## src/rtl/univ_cnt_pkg.sv

```systemverilog
// rtl/univ_cnt_pkg.sv - shared mode encodings for the universal modulus counter
// Purpose: holds the counter mode encoding used by univ_mod_counter and its bench.
// Ports:   none (package).
package univ_cnt_pkg;

    typedef enum logic [1:0] {
        MODE_BIN  = 2'b00,  // binary wrap at 2^N-1
        MODE_MOD  = 2'b01,  // wrap at mod_val
        MODE_SAT  = 2'b10,  // saturate at mod_val / 0
        MODE_HOLD = 2'b11   // freeze count and prescaler
    } cnt_mode_e;

endpackage

```

## src/rtl/cnt_prescaler.sv

```systemverilog
// rtl/cnt_prescaler.sv - enable prescaler producing one step strobe per presc+1 enabled cycles
// Purpose: counts enabled cycles and strobes tick when the count reaches presc.
// Ports:   clk, reset_n (async active-low), clr (sync clear), en (count enable),
//          presc [PW-1:0] (terminal count), tick (combinational step strobe).
module cnt_prescaler #(
    parameter int PW = 4
) (
    input  logic          clk,
    input  logic          reset_n,
    input  logic          clr,
    input  logic          en,
    input  logic [PW-1:0] presc,
    output logic          tick
);

    logic [PW-1:0] count_q;
    logic [PW-1:0] count_d;

    // presc is compared live, so a change applies at the next comparison.
    // A clear on the same cycle suppresses the strobe.
    assign tick = en && !clr && (count_q == presc);

    always_comb begin
        count_d = count_q;
        if (clr) begin
            count_d = '0;
        end else if (en) begin
            if (count_q == presc) begin
                count_d = '0;
            end else begin
                count_d = count_q + 1'b1;
            end
        end
    end

    always_ff @(posedge clk or negedge reset_n) begin
        if (!reset_n) begin
            count_q <= '0;
        end else begin
            count_q <= count_d;
        end
    end

endmodule

```

## src/rtl/univ_mod_counter.sv

```systemverilog
// rtl/univ_mod_counter.sv - up/down counter with binary/modulus/saturate/hold modes and prescaler
// Purpose: N-bit counter stepped by a prescaled enable, with load, clear and terminal ticks.
// Ports:   clk, reset_n (async active-low), syn_clr, load, en, up, mode[1:0],
//          mod_val[N-1:0], presc[PW-1:0], d[N-1:0] -> q[N-1:0], max_tick, min_tick,
//          wrap_tick; with UNIV_CNT_STICKY_EN also flag_clr -> ovf_flag.
// Macro:   UNIV_CNT_STICKY_EN adds the sticky overflow flag.
module univ_mod_counter
    import univ_cnt_pkg::*;
#(
    parameter int N  = 8,
    parameter int PW = 4
) (
    input  logic          clk,
    input  logic          reset_n,
    input  logic          syn_clr,
    input  logic          load,
    input  logic          en,
    input  logic          up,
    input  logic [1:0]    mode,
    input  logic [N-1:0]  mod_val,
    input  logic [PW-1:0] presc,
    input  logic [N-1:0]  d,
    output logic [N-1:0]  q,
    output logic          max_tick,
    output logic          min_tick,
    output logic          wrap_tick
`ifdef UNIV_CNT_STICKY_EN
    ,
    input  logic          flag_clr,
    output logic          ovf_flag
`endif
);

    cnt_mode_e    mode_e;
    logic [N-1:0] term;
    logic         step;
    logic         hit_top;
    logic         hit_bot;
    logic         is_sat;
    logic         wrap_ev;

    logic [N-1:0] q_q;
    logic [N-1:0] q_d;
    logic         wrap_q;
    logic         wrap_d;

    assign mode_e  = cnt_mode_e'(mode);
    assign term    = (mode_e == MODE_BIN) ? {N{1'b1}} : mod_val;
    assign is_sat  = (mode_e == MODE_SAT);
    // >= so that a loaded value above the terminal still wraps/saturates on the next up step.
    assign hit_top = (q_q >= term);
    assign hit_bot = (q_q == '0);

    // Hold mode freezes the prescaler by withholding its enable; load/clear still reset it.
    cnt_prescaler #(.PW(PW)) u_presc (
        .clk     (clk),
        .reset_n (reset_n),
        .clr     (syn_clr || load),
        .en      (en && (mode_e != MODE_HOLD)),
        .presc   (presc),
        .tick    (step)
    );

    always_comb begin
        q_d     = q_q;
        wrap_ev = 1'b0;
        if (syn_clr) begin
            q_d = '0;
        end else if (load) begin
            q_d = d;
        end else if (step) begin
            if (up) begin
                if (hit_top) begin
                    if (is_sat) begin
                        q_d = term;
                    end else begin
                        q_d     = '0;
                        wrap_ev = 1'b1;
                    end
                end else begin
                    q_d = q_q + 1'b1;
                end
            end else begin
                if (hit_bot) begin
                    if (is_sat) begin
                        q_d = '0;
                    end else begin
                        q_d     = term;
                        wrap_ev = 1'b1;
                    end
                end else begin
                    q_d = q_q - 1'b1;
                end
            end
        end
        // wrap_ev is already zero under clear/load, so the pulse self-clears.
        wrap_d = wrap_ev;
    end

    always_ff @(posedge clk or negedge reset_n) begin
        if (!reset_n) begin
            q_q    <= '0;
            wrap_q <= 1'b0;
        end else begin
            q_q    <= q_d;
            wrap_q <= wrap_d;
        end
    end

    assign q         = q_q;
    assign wrap_tick = wrap_q;
    assign max_tick  = (q_q == term);
    assign min_tick  = (q_q == '0);

`ifdef UNIV_CNT_STICKY_EN
    logic ovf_q;
    logic ovf_d;
    logic sat_block;

    // A saturate step that cannot move counts as an overflow event too.
    assign sat_block = step && !syn_clr && !load && is_sat && (up ? hit_top : hit_bot);

    always_comb begin
        ovf_d = ovf_q;
        if (syn_clr) begin
            ovf_d = 1'b0;
        end else if (wrap_ev || sat_block) begin
            ovf_d = 1'b1;
        end else if (flag_clr) begin
            ovf_d = 1'b0;
        end
    end

    always_ff @(posedge clk or negedge reset_n) begin
        if (!reset_n) begin
            ovf_q <= 1'b0;
        end else begin
            ovf_q <= ovf_d;
        end
    end

    assign ovf_flag = ovf_q;
`endif

endmodule

```

## config.mk

```make
export PLATFORM = sky130hd
export DESIGN_NAME = univ_mod_counter
export DESIGN_NICKNAME = d
export VERILOG_FILES = /design/src/rtl/univ_cnt_pkg.sv /design/src/rtl/cnt_prescaler.sv /design/src/rtl/univ_mod_counter.sv
export SDC_FILE = /design/constraint.sdc
export NUM_CORES = 1
export LEC_CHECK = 0
export ABC_AREA = 1
export CAP_MARGIN = 20
export CORE_MARGIN = 3
export CORE_UTILIZATION = 51
export DETAILED_ROUTE_END_ITERATION = 12
export PLACE_DENSITY = 0.81
export SETUP_SLACK_MARGIN = 0.4
export SLEW_MARGIN = 30
export SYNTH_ARGS = -nofsm -noshare
export SYNTH_HDL_FRONTEND = slang
export SYNTH_SLANG_ARGS = --single-unit
```

## constraint.sdc

```tcl
create_clock -name clk -period 2.2 [get_ports clk]
set_input_delay 0.22 -clock clk [delete_from_list [all_inputs] [get_ports clk]]
set_output_delay 0.22 -clock clk [all_outputs]
set_load 0.01 [all_outputs]
```

Word level (Yosys, flattened, before mapping)
Index checks and enable logic that the tools add are counted.
{"block": "totals", "ff_bits": 13}
{"block": "classes", "add_sub_neg": 3, "n_lt_le_gt_ge": 1, "eq_ne": 4, "n_mux": 19, "reduce_logical": 9}
{"cell": "$mux W8", "n": 9}
{"cell": "$mux W4", "n": 3}
{"cell": "$add A8 B1 Y8 const B", "n": 1}
{"cell": "$eq A8 B8 Y1", "n": 1}
{"cell": "$ge A8 B8 Y1", "n": 1}
{"cell": "$logic_not A8 Y1", "n": 1}
{"cell": "$sub A8 B1 Y8 const B", "n": 1}
{"cell": "$mux W1", "n": 7}
{"cell": "$add A4 B1 Y4 const B", "n": 1}
{"cell": "$eq A4 B4 Y1", "n": 1}
{"cell": "$logic_and A1 B1 Y1", "n": 3}
{"cell": "$reduce_bool A3 Y1", "n": 1}
{"cell": "$eq A2 B2 Y1 const B", "n": 1}
{"cell": "$logic_not A2 Y1", "n": 1}
{"cell": "$ne A2 B2 Y1 const B", "n": 1}
{"cell": "$reduce_bool A2 Y1", "n": 1}
{"cell": "$logic_not A1 Y1", "n": 1}
{"cell": "$logic_or A1 B1 Y1", "n": 1}

Logic depth before layout (Yosys ltp)
Gate-level depths: netlist of the first run.
{"block": "depth", "word_depth": 8, "ltp_mapped": 17, "depth_no_buf": 17}

By module
A second synthesis of the first run with hierarchy kept.
{"block": "hier_totals", "cells_unflattened": 278, "hier_area_um2": 1629.1}
{"module": "univ_mod_counter", "instances": 1, "cells_per_inst": 228, "area_each_um2": 1326.3, "seq_area_each_um2": 225.2}
{"module": "cnt_prescaler", "instances": 1, "cells_per_inst": 50, "area_each_um2": 302.8, "seq_area_each_um2": 100.1}

Least setup slack after synthesis of the first run
OpenSTA, ideal clock, no wires.
{"block": "synth_path", "kind": "input-to-reg", "from": "in mode[1]", "to": "reg q_q[0], in the netlist q[0]", "setup_time_ps": 116, "arrival_ps": 1700, "t_required_ps": 2084, "path_slack_ps": 383, "cell_stages": 16, "path_buffers": 0, "cell_sequence": "nor2_2 -> nor2_1 -> ha_1 -> nand2_1 -> inv_1 -> nand2_1 -> nor2_2 -> nor2_4 -> nand2_4 -> nand2_1 -> nand2_1 -> nand2_1 -> nand2_1 -> nand2_1 -> nand2_1 -> nand2_1"}
{"block": "synth_between", "elab_chain_len": 8}
{"element": "from (decl)", "line": "univ_mod_counter.sv:19", "source": "input logic [1:0] mode,"}
{"element": "$logic_not A2 Y1", "line": "univ_mod_counter.sv:48", "source": "assign term = (mode_e == MODE_BIN) ? {N{1'b1}} : mod_val;"}
{"element": "$mux W8", "line": "univ_mod_counter.sv:48"}
{"element": "$ge A8 B8 Y1 (tied with other cells)", "line": "univ_mod_counter.sv:51", "source": "assign hit_top = (q_q >= term);"}
{"element": "$mux W8, on equally long branches", "line": "univ_mod_counter.sv:73, univ_mod_counter.sv:84"}
{"element": "$mux W8", "line": "univ_mod_counter.sv:72", "source": "if (up) begin"}
{"element": "$mux W8", "line": "univ_mod_counter.sv:71", "source": "end else if (step) begin"}
{"element": "$mux W8", "line": "univ_mod_counter.sv:69", "source": "end else if (load) begin"}
{"element": "$mux W8", "line": "univ_mod_counter.sv:67", "source": "if (syn_clr) begin"}
{"element": "to (signal assigned)", "line": "univ_mod_counter.sv:105", "source": "q_q <= q_d;"}
{"element": "to (decl)", "line": "univ_mod_counter.sv:42", "source": "logic [N-1:0] q_q;"}
Several ways; a longest one is shown, not always the timed one. The select of a mux whose other input is x is not followed.
A chain may end at the register's enable or synchronous reset.

Worst setup path in the final report of the first run
{"block": "layout_path", "from": "in mode[1]", "to": "reg q_q[3], in the netlist q[3]"}
The elaborated chain is that of the path after synthesis.

==> impl_metrics.json, run 1 <==
{
  "chipHeight_um": 63.68,
  "tns_ps": 0,
  "synth-warning-count": 0,
  "worstPathMaxFanout": 5,
  "grt_pass1_vias": 1837,
  "synth_ff_type": "dfrtp_1",
  "tritoncts": "built",
  "synth.distinct_cells": 29,
  "critPathMaxStageDelay_ps": 290,
  "slew_viol_final": 0,
  "clock-sinks": 13,
  "crit_family": "simple AND/OR/NAND/NOR gates",
  "vias": 2178,
  "numPortBuffers": 38,
  "synth_nets": 315,
  "grtUsageTotal": 0.2524,
  "routed_wl_um": 6084,
  "diodes": 0,
  "ys_seq_elements": 13,
  "fin_util": 0.8278,
  "fp-row-count": 20,
  "dr.pass1.iters": 5,
  "finalNetCount": 385,
  "synth_cells": 275,
  "multiInputGateArea_sq_mm": 0.001410,
  "cts.clk_slew.worst_paths_ps": 80,
  "fmax_mhz": 543.8,
  "worst_pin_slew_ps": 589.6,
  "synth-async-reset-ratio": 1.000,
  "place_congestion": 0.9751,
  "worst-path-buf-inv": 3,
  "clockRootBuffer": "clkbuf_4",
  "cts_buffers": 3,
  "drv_cap": 0,
  "ff_latch_area_sq_um": 329.1,
  "setup_viol_count_final": 0,
  "relSlewSlack": 0.6057,
  "worst_setup_path_start_kind": "input port",
  "run_status": "finished, final reports clean",
  "hold_class": "input port to asynchronous set/reset pin",
  "total_power_w": 0.001133,
  "cp_cell_sequence": "buf_6, nor2_4, buf_6, buf_6, nor2_2, ha_1, nand4_1, nor2_4, nor2_4, nand2_4, nand2_1, nand3_1, nand2_1, nand2_1, nand2_1, nand2_1",
  "post_drt_wl_per_cell_um": 15.68,
  "hpwl_um": 3871,
  "finalHoldViolations": 0,
  "end_kind": "register",
  "fin_ws_ps": 361.1,
  "synth_seq_area_share": 0.1917,
  "netlist_area_sq_mm": 0.001697,
  "antenna_found_initial": 0,
  "ios": 39,
  "rsz0062_at_grt": "yes",
  "dpl.cell_count": 372,
  "fin_crit_sh": 0.8359,
  "die_area_sq_mm": 0.004055,
  "syn_to_final_growth_pct": 51.40,
  "ctsHtreeMaxLevel": 1,
  "drive_gt1_frac": 0.3140,
  "skew_ps": 5.940,
  "initial_utilization": 0.5468,
  "fin_crit_ps": 1839,
  "stdcell_count": 388,
  "grt-ovfl-total": 0,
  "crit_top_cell": "nand2_1",
  "cts.path.max_buffers": 2,
  "dp_slack_ps": -285.0,
  "die_w_um": 63.68,
  "p_leak_nw": 1.326,
  "fillers": 216,
  "crit_slowest_cell": "ha_1",
  "viasPerCell": 5.613,
  "insertion_delay_ps": 280,
  "synth_enable_flop_cells": 0,
  "peakVddDrop_mv": 0.4384,
  "grt_pass1_wl_um": 8176,
  "worst_ep_required_time_ps": 2380,
  "grt_max_degree": 15,
  "path_class": "input port to register",
  "powerDensity_mw_per_mm2": 441.0,
  "drtIter0Drc": 303,
  "antenna_left": 0,
  "drc": 0,
  "syn_area_per_cell_sq_um": 6.170,
  "arrival_ps": 2020,
  "core_area_sq_mm": 0.003103
}
-- power by group --
part	leakage [nW]	internal, W	switching, W
Combinational	1.14	0.000305	0.000400
Sequential	0.168	0.000258	0.0000255
Clock	0.0177	0.0000675	0.0000775
-- flip-flops by register name, summed over array words and instances, names as in the netlist --
| signal | count |
|---|---|
| q | 8 |
| u_presc.count_q | 4 |
| wrap_tick | 1 |
-- cell usage after synthesis (all sizes together), types with 2 or more instances --
cell    instances  share of area
nand3b          2         0.0088
nor3            3          0.015
a21oi           6          0.018
nor2           47           0.14
xor2           12          0.062
inv            26          0.058
dfrtp          13           0.19
buf             6          0.032
nand3          20          0.062
nand2         102           0.24
ha             12          0.088
o21ai          20          0.061
-- through the flow --
step | area (sq um) | hold WS, ps
floorplan | 1702 | -75.59
global placement | 2243 | 539.5
detailed placement | 2243 | 542.6
CTS | 2311 | 317.1
global route | 2569 | 320.1
finish | 2569 | 308.8
-- cell usage in the layout, fill, tap and decap left out, types with 3 or more instances in the layout --
master | netlist | final
nand3_2 | 1 | 6
ha_4 | 0 | 6
nand2_4 | 3 | 6
nor2_2 | 3 | 7
inv_1 | 17 | 15
clkdlybuf4s50_1 | 0 | 27
o21ai_1 | 12 | 12
buf_4 | 0 | 23
nand3_1 | 19 | 14
clkbuf_4 | 0 | 3
nand2_1 | 98 | 81
nor2_1 | 39 | 33
nor2_4 | 3 | 5
dfrtp_2 | 0 | 3
nand2_2 | 1 | 16
ha_1 | 12 | 6
a21oi_1 | 6 | 5
dfrtp_1 | 13 | 10
inv_2 | 9 | 10
o21ai_0 | 7 | 7
xor2_1 | 12 | 12
buf_6 | 4 | 11
dlygate4sd2_1 | 0 | 6
-- kinds of logic (layout without fill, tap and decap cells) --
| kind of cell | after synthesis | count (layout) | share of synthesized area |
|---|---|---|---|
| xor gates and xnor gates | 13 | 13 | 0.06711 |
| DFF | 13 | 13 | 0.1917 |
| buffers and inverters | 33 | 101 | 0.09218 |
| and+or+nand+nor | 177 | 178 | 0.4779 |
| AOI/OAI and AO/OA | 27 | 27 | 0.08260 |
| adders and majority gates | 12 | 12 | 0.08849 |
-- worst paths after layout --
check                                          startpoint                        endpoint  slack [ps]  cells after the start
min reg2reg                u_presc.count_q[3]$_DFFE_PN0P_  u_presc.count_q[3]$_DFFE_PN0P_         550                      2
min                                               reset_n  u_presc.count_q[2]$_DFFE_PN0P_         310                      1
min in group clk                                  mode[1]             wrap_tick$_DFF_PN0_         390                      4
max reg2reg                              q[7]$_DFFE_PN0P_                q[2]$_DFFE_PN0P_         390                     12
max in group asynchronous                         reset_n                q[5]$_DFFE_PN0P_        1460                      1
max                                               mode[1]                q[3]$_DFFE_PN0P_         360                     16
-- timing repair --
action                     in CTS  in global routing
setup endpoints to repair      11                 11
gates resized for setup        29                 52
hold buffers                    0                  0
setup buffers                   2                  8
pin swaps                      11                 34
cloned                          1                  1
-- worst reg2reg max path: stages (launching register included) --
cell and delay, ps:
dfrtp_2 440, buf_4 170, inv_1 120, nand3_2 150, nor2_8 160, buf_6 130
nand2_1 50, o21ai_1 110, nand2_1 120, nand2_2 90, nand2_1 50, nand2_1 80
nand2_1 50
-- routing by layer --
layer / GRT usage / wire (um)
met1: 0.3150 / 2345
met2: 0.4420 / 2886
met3: 0.02496 / 569
met4: 0.09973 / 283
met5: 0 / 0
-- cell type report --
class / count / share of cell area
clock buffers: 3 / 0.008768
clock inverters: 1 / 0.001948
inverters: 26 / 0.03897
multi-input cells: 230 / 0.5490
flip-flops and latches: 13 / 0.1281
well taps: 44 / 0.02143
repair buffers: 71 / 0.2518
No activity file was read; power rests on OpenSTA's default activity.
==> run 2: changes to the inputs <==
==> constraint.sdc (replaced) <==
create_clock -name clk -period 1.77 [get_ports clk]
set_input_delay 0.177 -clock clk [delete_from_list [all_inputs] [get_ports clk]]
set_output_delay 0.177 -clock clk [all_outputs]
set_load 0.01 [all_outputs]
==> run 2 against run 1 <==
Net effect:
- the flow now finishes with violations (negative setup slack)
- hold slack got worse by 15 ps
- non-clock buffer count grew 8
- final cell count is 2.1% higher
- total power increased by 30%
- count of clock-buffer cells in the layout is 1 higher
- combinational power increased by 30%
- die area unchanged
- register-to-register slack got worse by 610 ps
- critical path depth decreased by 5
==> impl_metrics.json, run 2 (same netlist as run 1, synthesis figures left out) <==
{
  "fin_crit_ps": 1992,
  "tritoncts": "built",
  "core_area_sq_mm": 0.003103,
  "r2r_cells": 11,
  "cts.clk_slew.worst_paths_ps": 100,
  "tns_ps": -981.4,
  "grt_max_degree": 15,
  "diodes": 0,
  "final_cell_mix": "92 x nand2_1, 34 x nor2_1, 32 x buf_4, 19 x nand3_1, 18 x clkdlybuf4s50_1",
  "dr.pass1.iters": 5,
  "worst_pin_slew_ps": 683.4,
  "setup_viol_count_final": 10,
  "crit_family": "simple AND/OR/NAND/NOR gates",
  "initial_utilization": 0.5468,
  "end_kind": "register",
  "grt_pass1_vias": 2054,
  "cp.depth": 11,
  "insertion_delay_ps": 290,
  "place_congestion": 0.9311,
  "cts_buffers": 3,
  "peakVddDrop_mv": 0.4236,
  "drv_cap": 0,
  "finalHoldViolations": 0,
  "relSlewSlack": 0.5430,
  "path_class": "register to register",
  "run_status": "finished, violations left",
  "hold_class": "input port to asynchronous set/reset pin",
  "p_leak_nw": 1.375,
  "numPortBuffers": 38,
  "ios": 39,
  "antenna_found_initial": 0,
  "fin_crit_sh": 1.125,
  "post_drt_wl_per_cell_um": 16.32,
  "vias": 2195,
  "grt_pass1_wl_um": 9570,
  "drc": 0,
  "final_common_cell": "nand2_1",
  "grtUsageTotal": 0.3012,
  "finalNetCount": 393,
  "worst-path-buf-inv": 1,
  "chipHeight_um": 63.68,
  "stdcell_count": 396,
  "fin_ws_ps": -221.8,
  "antenna_left": 0,
  "dpl.cell_count": 377,
  "violations": "negative setup slack",
  "skew_ps": 4.960,
  "rsz0062_at_grt": "yes",
  "powerDensity_mw_per_mm2": 558.6,
  "ctsHtreeMaxLevel": 1,
  "syn_to_final_growth_pct": 55.75,
  "fp-row-count": 20,
  "crit_slowest_cell": "dfrtp_1",
  "worst_setup_path_start_kind": "register",
  "fmax_mhz": 502.1,
  "cts.path.max_buffers": 2,
  "cp_cell_sequence": "ha_4, nand4_1, nor2_4, nor2_4, buf_6, nand3_1, nand3_1, nand2_1, nand2_1, nand2_1, nand2_1",
  "drtIter0Drc": 279,
  "drive_gt1_frac": 0.2983,
  "die_area_sq_mm": 0.004055,
  "clockRootBuffer": "clkbuf_4",
  "die_w_um": 63.68,
  "hpwl_um": 4049,
  "worst_ep_required_time_ps": 1950,
  "largest_reg_flops": 8,
  "grt-ovfl-total": 0,
  "arrival_ps": 2170,
  "clock-sinks": 13,
  "viasPerCell": 5.543,
  "critPathMaxStageDelay_ps": 480,
  "worstPathMaxFanout": 5,
  "slew_viol_final": 0,
  "routed_wl_um": 6462,
  "crit_top_cell": "nand2_1"
}
run 2: cell types whose count changed in the layout (fill, tap and decap cells not counted), moves of 5 or more:
| cell | before | now |
|---|---|---|
| nand2_1 | 81 | 92 |
| nor2_2 | 7 | 2 |
| nand3_1 | 14 | 19 |
| clkdlybuf4s50_1 | 27 | 18 |
| buf_4 | 23 | 32 |
| nand2_2 | 16 | 6 |
| nand3_2 | 6 | 0 |
run 2: path summary, 6_finish.rpt:
path | from | end | slack (ps)
max in group asynchronous | reset_n | q[6]$_DFFE_PN0P_ | 990
min | reset_n | q[2]$_DFFE_PN0P_ | 290
min reg2reg | u_presc.count_q[0]$_DFFE_PN0P_ | u_presc.count_q[0]$_DFFE_PN0P_ | 580
max reg2reg | q[2]$_DFFE_PN0P_ | q[7]$_DFFE_PN0P_ | -220
max | q[2]$_DFFE_PN0P_ | q[7]$_DFFE_PN0P_ | -220
min in group clk | mode[1] | wrap_tick$_DFF_PN0_ | 320
run 2: per-layer routing:
layer | wire length, um | up-vias | track usage
li1 | - | 1025 | -
met4 | 395 | 0 | 0.1402
met3 | 663 | 39 | 0.04100
met2 | 2900 | 170 | 0.4941
met1 | 2503 | 961 | 0.3882
met5 | 0 | - | 0
run 2: cell type report:
type,instances,area [sq um]
flip-flops and latches,13,332.8
well taps,44,55.05
repair buffers,79,713.2
multi-input cells,230,1415
inverters,26,100.1
clock buffers,4,26.28
fillers,213,460.4
run 2: power breakdown:
part / switching (W) / internal (W) / leakage (nW)
Combinational: 0.000503 / 0.000414 / 1.20
Sequential: 0.0000337 / 0.000322 / 0.164
Clock: 0.000116 / 0.0000876 / 0.0150
Total: 0.000652 / 0.000824 / 1.37
run 2: repair_timing:
action,4_1_cts,5_1_grt
buffers inserted,8,5
cloned,1,1
hold buffers,0,0
setup endpoints to repair,19,16
resized for setup,46,28
pin swaps,15,10
run 2: through the flow:
stage / setup slack (ps) / hold WS (ps) / utilization / cell area (sq um) / total power [W]
final: -221.8 / 293.4 / 0.8516 / 2643 / 0.001476
after global placement: -587.5 / 533.0 / 0.7694 / 2387 / 0.001101
after global routing: -262.5 / 311.9 / 0.8516 / 2643 / 0.001566
after detailed placement: -633.1 / 561.5 / 0.7694 / 2387 / 0.001105
after CTS: 50.74 / 304.7 / 0.8109 / 2516 / 0.001349
after floorplan: 98.64 / -118.6 / - / 1795 / 0.0008235
==> run 3: changes to the inputs <==
--- a/config.mk
+++ b/config.mk
@@ -7,12 +7,11 @@
 export LEC_CHECK = 0
 export ABC_AREA = 1
 export CAP_MARGIN = 20
-export CORE_MARGIN = 3
+export CORE_MARGIN = 2
 export CORE_UTILIZATION = 51
 export DETAILED_ROUTE_END_ITERATION = 12
 export PLACE_DENSITY = 0.81
 export SETUP_SLACK_MARGIN = 0.4
-export SLEW_MARGIN = 30
 export SYNTH_ARGS = -nofsm -noshare
 export SYNTH_HDL_FRONTEND = slang
 export SYNTH_SLANG_ARGS = --single-unit
==> run 3 against run 2 <==
Net effect:
- first-iteration DRC count decreased by 57%
- flip-flop and latch count is the same
- setup slack improved by 180 ps
- the run still ends with negative setup slack left
- largest cell class unchanged
- count of clock-buffer cells in the layout decreased by 1
- total power is 6.2% lower
==> impl_metrics.json, run 3 (same netlist as run 1, synthesis figures left out) <==
{
  "run_status": "finished, violations left",
  "violations": "negative setup slack",
  "end_kind": "register",
  "fin_crit_ps": 1807,
  "crit_start": "q[4]$_DFFE_PN0P_",
  "relSlewSlack": 0.5832,
  "worst_pin_slew_ps": 623.3,
  "hold_class": "input port to asynchronous set/reset pin",
  "dp_slack_ps": -632.8,
  "p_comb_frac": 0.608,
  "place_congestion": 0.9815,
  "clockRootBuffer": "clkbuf_4",
  "critPathMaxStageDelay_ps": 420,
  "fin_crit_sh": 1.021,
  "crit_slowest_cell": "dfrtp_1",
  "finalHoldViolations": 0,
  "r2r-start": "q[4]$_DFFE_PN0P_",
  "final_cell_mix": "90 x nand2_1, 34 x nor2_1, 32 x buf_4, 19 x clkdlybuf4s50_1, 17 x nand3_1",
  "viasPerCell": 5.234,
  "tritoncts": "built",
  "cts.clk_slew.worst_paths_ps": 90,
  "core_area_sq_mm": 0.003103,
  "drc": 0,
  "hpwl_um": 3806,
  "crit_end": "q[5]$_DFFE_PN0P_",
  "fp-row-count": 20,
  "seq_power_share": 0.254,
  "slew_viol_final": 0,
  "antenna_found_initial": 0,
  "vias": 2057,
  "worst_ep_required_time_ps": 1950,
  "grt-ovfl-total": 0,
  "largest_reg_flops": 8,
  "fin_util": 0.8379,
  "path_class": "register to register",
  "fillers": 221,
  "rsz0062_at_grt": "yes",
  "worstPathMaxFanout": 5,
  "die_area_sq_mm": 0.003804,
  "grtUsageTotal": 0.2988,
  "drv_cap": 0,
  "final_common_cell": "nand2_1",
  "grt_max_degree": 15,
  "grt_pass1_wl_um": 8307,
  "cts_buffers": 3,
  "internal-power_w": 0.0007848,
  "crit_family": "simple AND/OR/NAND/NOR gates",
  "r2r_end": "q[5]$_DFFE_PN0P_",
  "fin_ws_ps": -37.15,
  "chipHeight_um": 61.68,
  "powerDensity_mw_per_mm2": 532.8,
  "peakVddDrop_mv": 0.3152,
  "grt_pass1_vias": 1922,
  "p_clk_frac": 0.138,
  "ctsHtreeMaxLevel": 1,
  "arrival_ps": 1990,
  "drive_gt1_frac": 0.3095,
  "reg2reg_setup_slack_ps": -40,
  "r2r_cells": 13,
  "multiInputGateArea_sq_mm": 0.001413,
  "finalNetCount": 390,
  "dr.pass1.iters": 4,
  "cts.path.max_buffers": 2,
  "clock-sinks": 13,
  "switching_share": 0.4335,
  "ff_latch_area_sq_um": 334.1,
  "cp_cell_sequence": "ha_1, nand2_1, inv_1, nand2_2, nor2_4, nor2_4, nand2_4, inv_2, nand2_1, nand3_1, nand2_1, nand2_2, nand2_1",
  "routed_wl_um": 5474,
  "initial_utilization": 0.5468,
  "p_leak_nw": 1.356,
  "worst-path-buf-inv": 2,
  "antenna_left": 0,
  "diodes": 0,
  "ios": 39,
  "die_w_um": 61.68,
  "hold-worst-slack_ps": 278.0,
  "skew_ps": 4.820,
  "insertion_delay_ps": 280,
  "worst_setup_path_start_kind": "register",
  "numPortBuffers": 38,
  "placed_area_sq_mm": 0.002390,
  "syn_to_final_growth_pct": 53.24,
  "drtIter0Drc": 121,
  "setup_viol_count_final": 4,
  "cp.depth": 13,
  "p_switching_w": 0.0006006,
  "crit_top_cell": "nand2_1",
  "fmax_mhz": 553.4,
  "post_drt_wl_per_cell_um": 13.93,
  "fin_area_sq_mm": 0.002600
}
## run 3: worst min-delay path by stage
stage                                         startpoint                              to  slack [ps]  depth (start not counted)
after floorplan                                  reset_n                q[0]$_DFFE_PN0P_        -120                          0
after global placement    u_presc.count_q[3]$_DFFE_PN0P_  u_presc.count_q[3]$_DFFE_PN0P_         530                          2
after detailed placement  u_presc.count_q[3]$_DFFE_PN0P_  u_presc.count_q[3]$_DFFE_PN0P_         560                          2
after global routing                             reset_n  u_presc.count_q[1]$_DFFE_PN0P_         330                          1
after CTS                                        reset_n             wrap_tick$_DFF_PN0_         300                          1
final                                            reset_n             wrap_tick$_DFF_PN0_         280                          1
## run 3: area by class of cell
type | count | area share
inverters | 26 | 0.03754
well taps | 44 | 0.02117
clock inverters | 1 | 0.001925
flip-flops and latches | 13 | 0.1285
multi-input cells | 230 | 0.5433
clock buffers | 3 | 0.008662
repair buffers | 76 | 0.2589
## run 3: timing repair
item / CTS / global route
buffers inserted: 8 / 1
hold buffers: 0 / 0
gates resized for setup: 48 / 22
pin swaps: 23 / 20
setup endpoints to repair: 19 / 20
gates cloned: 1 / 0
## run 3: through the flow
step           setup TNS, ps  total power, W  cells
2_1_floorplan              0       0.0008235    275
6_report              -56.20        0.001385    393
5_1_grt               -582.9        0.001480    393
4_1_cts                    0        0.001334    392
3_3_place_gp           -5427        0.001087    379
3_5_place_dp           -6002        0.001096    379
## run 3: layer usage
layer / global-route usage / vias to the layer above / share of wire
met5: 0 / - / 0
li1: - / 1015 / -
met3: 0.03992 / 12 / 0.089
met4: 0.09726 / 0 / 0.019
met1: 0.3793 / 915 / 0.42
met2: 0.5203 / 115 / 0.48
## run 3: power groups by stage
stage	clock [W]	sequential (W)	combinational (W)
after floorplan	0	0.000373	0.000450
after global placement	0	0.000352	0.000736
after detailed placement	0	0.000352	0.000744
after CTS	0.000197	0.000347	0.000789
after global routing	0.000209	0.000354	0.000917
final	0.000192	0.000351	0.000842
